**src/rtl/fazyrv_rf_seq.sv**
```systemverilog
// Chunk-serial register file: a transfer rotates the latched rs1/rs2/rd registers right by CHUNKSIZE
// per step for 32/CHUNKSIZE steps, with done_o one cycle after the last step and hold_i freezing it; FAZYRV_RF_DBG_EN adds dbg_res_o.
module fazyrv_rf_seq #(
  parameter int CHUNKSIZE = 2,
  parameter int NREGS     = 32
) (
  input  logic                 clk_i,
  input  logic                 rst_in,
  input  logic                 start_i,
  input  logic                 hold_i,
  input  logic [4:0]           rs1_i,
  input  logic [4:0]           rs2_i,
  input  logic [4:0]           rd_i,
  input  logic                 we_i,
  input  logic [CHUNKSIZE-1:0] res_i,
  output logic [CHUNKSIZE-1:0] ra_o,
  output logic [CHUNKSIZE-1:0] rb_o,
  output logic                 busy_o,
`ifdef FAZYRV_RF_DBG_EN
  output logic [31:0]          dbg_res_o,
`endif
  output logic                 done_o
);

  localparam int NSTEPS = 32 / CHUNKSIZE;
  localparam int CW     = (NSTEPS > 1) ? $clog2(NSTEPS) : 1;
  localparam int AW     = $clog2(NREGS);
  localparam logic [CW-1:0] LAST = CW'(NSTEPS - 1);

  typedef enum logic {S_IDLE, S_RUN} state_t;

  state_t           r_state;
  state_t           w_state_nxt;
  logic [CW-1:0]    r_cnt;
  logic [AW-1:0]    r_rs1;
  logic [AW-1:0]    r_rs2;
  logic [AW-1:0]    r_rd;
  logic             r_we;
  logic             r_done;
  logic [31:0]      r_regs [NREGS];
  logic [31:0]      w_next [NREGS];
  logic [NREGS-1:0] w_sel;
  logic             w_start;
  logic             w_step;
  logic             w_last;
  logic             w_unused;

  // The upper address bit is dropped when only 16 registers exist.
  assign w_unused = ^{rs1_i, rs2_i, rd_i};
  assign w_last   = (r_cnt == LAST);

  always_comb begin
    w_state_nxt = r_state;
    w_start     = 1'b0;
    w_step      = 1'b0;
    case (r_state)
      S_IDLE: begin
        if (start_i) begin
          w_state_nxt = S_RUN;
          w_start     = 1'b1;
        end
      end
      S_RUN: begin
        if (!hold_i) begin
          w_step = 1'b1;
          if (w_last) w_state_nxt = S_IDLE;
        end
      end
      default: w_state_nxt = S_IDLE;
    endcase
  end

  always_ff @(posedge clk_i or negedge rst_in) begin
    if (!rst_in) begin
      r_state <= S_IDLE;
      r_cnt   <= '0;
      r_rs1   <= '0;
      r_rs2   <= '0;
      r_rd    <= '0;
      r_we    <= 1'b0;
      r_done  <= 1'b0;
    end else begin
      r_state <= w_state_nxt;
      r_done  <= w_step && w_last;
      if (w_start) begin
        r_cnt <= '0;
        r_rs1 <= rs1_i[AW-1:0];
        r_rs2 <= rs2_i[AW-1:0];
        r_rd  <= rd_i[AW-1:0];
        r_we  <= we_i;
      end else if (w_step) begin
        r_cnt <= r_cnt + CW'(1);
      end
    end
  end

  // Per-register next value; aliased addresses collapse onto one rotation.
  for (genvar g = 0; g < NREGS; g++) begin : g_reg
    if (g == 0) begin : g_zero
      assign w_sel[g]  = 1'b0;
      assign w_next[g] = '0;
    end else begin : g_live
      localparam logic [AW-1:0] IDX = AW'(g);
      logic [CHUNKSIZE-1:0] w_in;
      assign w_sel[g] = (r_rs1 == IDX) || (r_rs2 == IDX) || (r_rd == IDX);
      assign w_in     = (r_we && (r_rd == IDX)) ? res_i : r_regs[g][CHUNKSIZE-1:0];
      if (CHUNKSIZE == 32) begin : g_full
        assign w_next[g] = w_in;
      end else begin : g_rot
        assign w_next[g] = {w_in, r_regs[g][31:CHUNKSIZE]};
      end
    end
  end

  // Storage is deliberately not reset.
  always_ff @(posedge clk_i) begin
    for (int i = 0; i < NREGS; i++) begin
      if (w_step && w_sel[i]) r_regs[i] <= w_next[i];
    end
  end

  assign ra_o   = (r_rs1 == '0) ? '0 : r_regs[r_rs1][CHUNKSIZE-1:0];
  assign rb_o   = (r_rs2 == '0) ? '0 : r_regs[r_rs2][CHUNKSIZE-1:0];
  assign busy_o = (r_state == S_RUN);
  assign done_o = r_done;

`ifdef FAZYRV_RF_DBG_EN
  assign dbg_res_o = (r_rd == '0) ? '0 : r_regs[r_rd];
`endif

endmodule

```
**config.mk**
```make
export PLATFORM = sky130hd
export DESIGN_NAME = fazyrv_rf_seq
export DESIGN_NICKNAME = d
export VERILOG_FILES = /design/src/rtl/fazyrv_rf_seq.sv
export SDC_FILE = /design/constraint.sdc
export NUM_CORES = 1
export LEC_CHECK = 0
export ABC_CLOCK_PERIOD_IN_PS = 2900
export CAP_MARGIN = 20
export CORE_ASPECT_RATIO = 0.9
export CORE_UTILIZATION = 45
export DETAILED_ROUTE_END_ITERATION = 16
export PLACE_DENSITY = 0.59
export SLEW_MARGIN = 20
export SYNTH_ARGS = -nofsm -noshare
export SYNTH_HDL_FRONTEND = slang
export SYNTH_SLANG_ARGS = --single-unit
```
**constraint.sdc**
```tcl
create_clock -name clk_i -period 2.9 [get_ports clk_i]
set_input_delay 0.87 -clock clk_i [delete_from_list [all_inputs] [get_ports clk_i]]
set_output_delay 0.87 -clock clk_i [all_outputs]
set_load 0.03 [all_outputs]
```
==> results.cfg, run 1 <==
[run_status]
outcome = complete, but fails checks
violations = setup timing

[routing]
vias = 13500
ant_nets = 0
drt_iter0_markers = 1281
post_drt_wl_per_cell_um = 21.3
detail_route.drc_violations = 0
drt_first_pass_iters = 6
routed_wl_um = 56000
avgViaCountPerCell = 5.13

[sta]
fin_skew_ns = 0.0173
grt_setup_unrepaired = yes
fin_crit_sh = 1.17
tightest_slew_ns = 0.628
drv_slew = 0
hold_viol_final = 0
slew_headroom = 0.581
max_freq_mhz = 296
fin_ws_ns = -0.479
min_period_ns = 3.38
setup_viol = 4

[die]
die_h_um = 261
die_area_mm2 = 0.0758
top_level_ports = 28
die_w_um = 290
row_count = 94
initial_core_util = 0.458
core_area_mm2 = 0.0735

[clock_network]
root_buffer = clkbuf_16
cts.sinks = 1014
cts_buffer_depth = 3
numCtsBuffers = 95
clock_latency_ns = 0.65
clk_pin_slew_ns = 0.06
htreeDepth = 3
hold_buffers = 0
cts_tree = built

[final_layout]
drive_gt1_frac = 0.210
n_antenna_cell = 0
fin_nets = 1618
syn_to_final_growth_pct = 16.3
instances_no_fill = 2633
final_util = 0.532

[logic_synthesis]
synth_top_family_by_area = multiplexers
synth_seq_cells = 1014
yosys.cell_types.count = 41
synth_flop_cell = edfxtp_1
synth_area_mm2 = 0.0336
synth_top_area_cell = edfxtp_1
synthTopCellsByCount = edfxtp_1, mux2_2, nand2_1
synthMuxAreaShare = 0.0449
synth_fp_nets = 1476
synth_most_common_cell = edfxtp_1
synth_adder_area_share = 0.000372
yosys-top-cells-area = edfxtp_1, mux2_2, dfrtp_1
synth_edf_count = 992
syn_inst = 1453
synth_warnings = 0
avgSynthCellArea_um2 = 23.1
synth_seq_area_share = 0.902
yosysTopAreaCellShare = 0.886
synth-compound-area-share = 0.0174
synth-simple-area-share = 0.0270
synthXorXnorAreaFrac = 0.000521
async_flop_share = 0.0217

[critical_path]
worstSetupPathType = reg -> out
crit_fanout = 7
critPathMaxStageDelay_ns = 0.49
start_kind = register
cp.required_ns = 2.03
cp.arrival_ns = 2.51
critPathSlowestCell = mux4_2
end_kind = output pin
crit_chain = buf_6 -> mux4_2 -> a22oi_2 -> nand4_1 -> buf_6
worst_path_most_repeated_cell = buf_6

[power]
leakage_uw = 0.0123
power.density_mw_per_mm2 = 946
ir_worst_vdd_uv = 581

[global_routing]
grt_pass1_vias = 13300
grt_pass1_wl_um = 83700
grt_max_degree = 33
track_usage = 0.150
antenna_found_initial = 12
grt_overflow_total = 0

[min_path]
hp-class = reg -> reg

[place]
gp_congestion = 0.840
io_buffers = 27
placed_cells = 2452
hpwl_um = 34600

[flow_run]
drv_cap = 0
[worst max-delay path, delay by kind of cell, from the launching register on]
kind / cells / cell delay (ns)
AOI/OAI and AO/OA: 1 / 0.14
buffers and inverters: 2 / 0.41
DFF: 1 / 0.48
muxes: 1 / 0.49
and+or+nand+nor: 1 / 0.34
[power by group]
group	leakage, µW	switching [µW]	internal (µW)
registers	0.00924	937	18800
clock network	0.00152	5170	7070
logic	0.00157	3150	1860
total	0.0123	9250	27700
[layer usage]
layer	global-route usage	vias up	share of wire	routed length (µm)
met2	0.210	318	0.42	23700
met4	0.0594	2	0.032	1780
met1	0.230	6988	0.49	27500
li1	-	6091	-	-
met5	0	-	0.00020	11
met3	0.0341	113	0.054	3010
[area by class of cell]
type,instances,area [µm²]
clock buffer,117,2460
fill,5537,34400
multi-input combinational,391,3230
sequential,1014,30300
tap,960,1200
clock inverter,58,666
inverter,1,3.75
timing repair buffer,92,1200
[final timing paths]
kind                          startpoint             end  slack, ns  depth (start not counted)
setup / recovery                r_rs2[0]         rb_o[1]      -0.48                          5
hold / removal             r_regs[2][20]   r_regs[2][18]       0.41                          0
setup reg to reg                r_rs2[1]  r_regs[17][13]       0.42                          7
hold reg to reg            r_regs[2][20]   r_regs[2][18]       0.41                          0
max in group asynchronous         rst_in        r_rs1[0]       1.95                          2
min in group asynchronous         rst_in            r_we       0.62                          2
[placed cells by master (no fill, tap or decap), types with 3 or more instances in the layout]
cell and instances:
clkdlybuf4s50_1 23, clkbuf_1 22, buf_6 6, a22oi_1 34, mux2i_1 35, nand3_1 19
a211o_1 4, nor3_1 8, and2_1 3, a21o_1 4, mux2_2 78, and3_1 6
mux4_2 12, clkinv_1 19, nor3b_2 4, buf_12 34, bufinv_16 11, nor2b_2 3
dfrtp_2 4, nand2b_1 8, buf_4 29, a222oi_1 5, a21oi_2 19, nand4_1 7
clkinv_2 16, nor2_2 10, nor2b_1 8, clkinv_4 3, a21oi_1 8, clkbuf_16 95
nor2_1 33, edfxtp_1 992, dfrtp_1 18, a21oi_4 7, nand2_1 50, a22oi_2 4
[repair_timing]
action	4_1_cts	5_1_grt
gates cloned	0	0
pin swaps	5	6
gates resized for setup	13	7
setup endpoints to repair	4	4
setup buffers	7	0
[flip-flops by register name (all words and copies together) (netlist names)]
| signal | cells |
|---|---|
| busy_o | 1 |
| done_o | 1 |
| r_cnt | 4 |
| r_rd | 5 |
| r_regs | 992 |
| r_rs1 | 5 |
| r_rs2 | 5 |
| r_we | 1 |
[kinds of logic after synthesis]
family,count (synthesis)
flip-flops,1014
AND/OR/NAND/NOR,175
multiplexers,126
AO/OA/AOI/OAI,87
buffers and inverters,48
XOR/XNOR,2
adder cells (fa/ha/maj),1
[per-stage QoR]
| stage | cell area, µm² | power (µW) | setup slack (ns) | hold WS (ns) | TNS (ns) |
|---|---|---|---|---|---|
| after floorplan | 33600 | 22700 | -0.387 | 0.400 | -338.81 |
| after global placement | 35900 | 24700 | -0.0386 | 0.400 | -0.0386 |
| after detailed placement | 35900 | 24800 | -0.0593 | 0.405 | -0.0593 |
| after CTS | 39100 | 37400 | -0.502 | 0.405 | -1.93 |
| after global routing | 39100 | 38500 | -0.627 | 0.410 | -2.20 |
| final | 39100 | 37000 | -0.479 | 0.408 | -1.80 |
Power figures use the tool's default switching activity.
==> inputs of run 2 (changes only) <==
- CELL_PAD_IN_SITES_DETAIL_PLACEMENT: unset -> 1
- CELL_PAD_IN_SITES_GLOBAL_PLACEMENT: unset -> 1
- PLACE_DENSITY: 0.59 -> 0.65
- TNS_END_PERCENT: unset -> 50
==> run 2 against run 1 <==
Against the previous run:
- register-to-register slack better by 0.04 ns
- core utilization is 0.17 points lower
- power is 0.73% lower
- clock power hardly changed
- highest routed layer is now met4
- critical path type unchanged
- the flow still finishes with violations (setup timing)
- count of clock-buffer cells in the layout is 10 higher
- sequential cell count stayed put
- die area stayed put
- fmax is 5.5% higher
- first-iteration DRC count is 21% lower
==> results.cfg, run 2 (synthesis results as in run 1) <==
[sta]
fin_skew_ns = 0.0237
drv_slew = 0
min_period_ns = 3.20
setup_viol = 4
slew_headroom = 0.495
hold_viol_final = 0
fin_ws_ns = -0.304
max_freq_mhz = 312
final.setup.tns_ns = -1.11
fin_crit_sh = 1.10
grt_setup_unrepaired = yes
tightest_slew_ns = 0.756

[routing]
drt_first_pass_iters = 5
vias = 13600
avgViaCountPerCell = 5.17
post_drt_wl_per_cell_um = 22.9
routed_wl_um = 60200
drt_iter0_markers = 1016
ant_nets = 0
detail_route.drc_violations = 0

[clock_network]
root_buffer = clkbuf_16
htreeDepth = 3
numCtsBuffers = 96
cts.sinks = 1014
clk_pin_slew_ns = 0.06
clock_latency_ns = 0.65
cts_buffer_depth = 3
cts_tree = built
hold_buffers = 0

[power]
p_int_uw = 27500
p_comb_frac = 0.135
leakage_uw = 0.0123
seqPwrFrac = 0.541
ir_worst_vdd_uv = 591
p_sw_frac = 0.252
power_uw = 36700
p_switching_uw = 9260
power.density_mw_per_mm2 = 942
pwr-share-clk = 0.324

[die]
row_count = 94
top_level_ports = 28
die_area_mm2 = 0.0758
initial_core_util = 0.458
die_h_um = 261
die_w_um = 290
core_area_mm2 = 0.0735

[final_layout]
design_area_mm2 = 0.0390
fin_nets = 1613
n_antenna_cell = 0
final_cell_mix = edfxtp_1, clkbuf_16, mux2_2
drive_gt1_frac = 0.200
largest_reg_flops = 992
instances_no_fill = 2627
layout_commonest_cell = edfxtp_1
syn_to_final_growth_pct = 15.9
regMostFlops = r_regs

[critical_path]
critPathSlowestCell = mux4_2
crit_buf_inv = 1
start_kind = register
crit_chain = mux4_2 -> nand2_1 -> a21o_1 -> nand4_1 -> buf_6
end_kind = output pin
worstSetupPathType = reg -> out
cp.arrival_ns = 2.33
crit_fanout = 6
cp.required_ns = 2.03
critPathMaxStageDelay_ns = 0.55
cp_top_family = multiplexers

[place]
io_buffers = 27
post_dp_cell_area_mm2 = 0.0358
placed_cells = 2445
hpwl_um = 38000
gp_congestion = 0.834

[global_routing]
grt_pass1_vias = 13900
track_usage = 0.162
antenna_found_initial = 3
grt_max_degree = 33
grt_overflow_total = 0
grt_pass1_wl_um = 90000

[run_status]
outcome = complete, but fails checks
violations = setup timing

[min_path]
hp-class = reg -> reg

[flow_run]
drv_cap = 0
run 2: metal layers:
metal / GRT usage / part of all wire / wire, µm / vias up
met5: 0 / 0 / 0 / -
met4: 0.0683 / 0.035 / 2080 / 0
met3: 0.0282 / 0.035 / 2100 / 114
met2: 0.244 / 0.45 / 27200 / 265
met1: 0.236 / 0.48 / 28900 / 7131
li1: - / - / - / 6076
run 2: per-stage QoR:
stage	utilization	worst slack (ns)	hold slack, ns
2_1_floorplan	-	-0.387	0.400
3_3_place_gp	0.488	0.190	0.400
3_5_place_dp	0.488	0.200	0.405
4_1_cts	0.529	-0.391	0.415
5_1_grt	0.530	-0.414	0.418
6_report	0.530	-0.304	0.414
run 2: final timing paths:
check / cells after the start / start / slack (ns) / endpoint
max: 5 / r_rs2[1] / -0.30 / rb_o[1]
min: 0 / r_regs[27][17] / 0.41 / r_regs[27][15]
max reg2reg: 6 / r_rs2[1] / 0.46 / r_regs[18][7]
min reg2reg: 0 / r_regs[27][17] / 0.41 / r_regs[27][15]
max in group asynchronous: 2 / rst_in / 1.91 / r_rs1[3]
min in group asynchronous: 2 / rst_in / 0.63 / done_o
run 2: layout make-up:
cell class,instances,area [µm²]
Multi-Input combinational cell,391,3240
Tap cell,960,1200
Timing Repair Buffer,86,1180
Sequential cell,1014,30300
Fill cell,6241,34500
Clock inverter,48,393
Clock buffer,127,2620
Inverter,1,3.75
run 2: repair_timing:
action                                  4_1_cts  5_1_grt
resized for setup                             8        6
buffers inserted                              5        1
endpoints found under the hold margin         0        0
pin swaps                                     0        3
endpoints found under the setup margin        4        4
gates cloned                                  0        1
run 2: power groups by stage:
stage	Sequential, µW	Clock [µW]	Combinational (µW)
final	19900	11900	4950
after global routing	20100	12800	5330
after CTS	19900	12300	4920
after detailed placement	20200	0	4780
after global placement	20000	0	4620
after floorplan	19500	0	3170
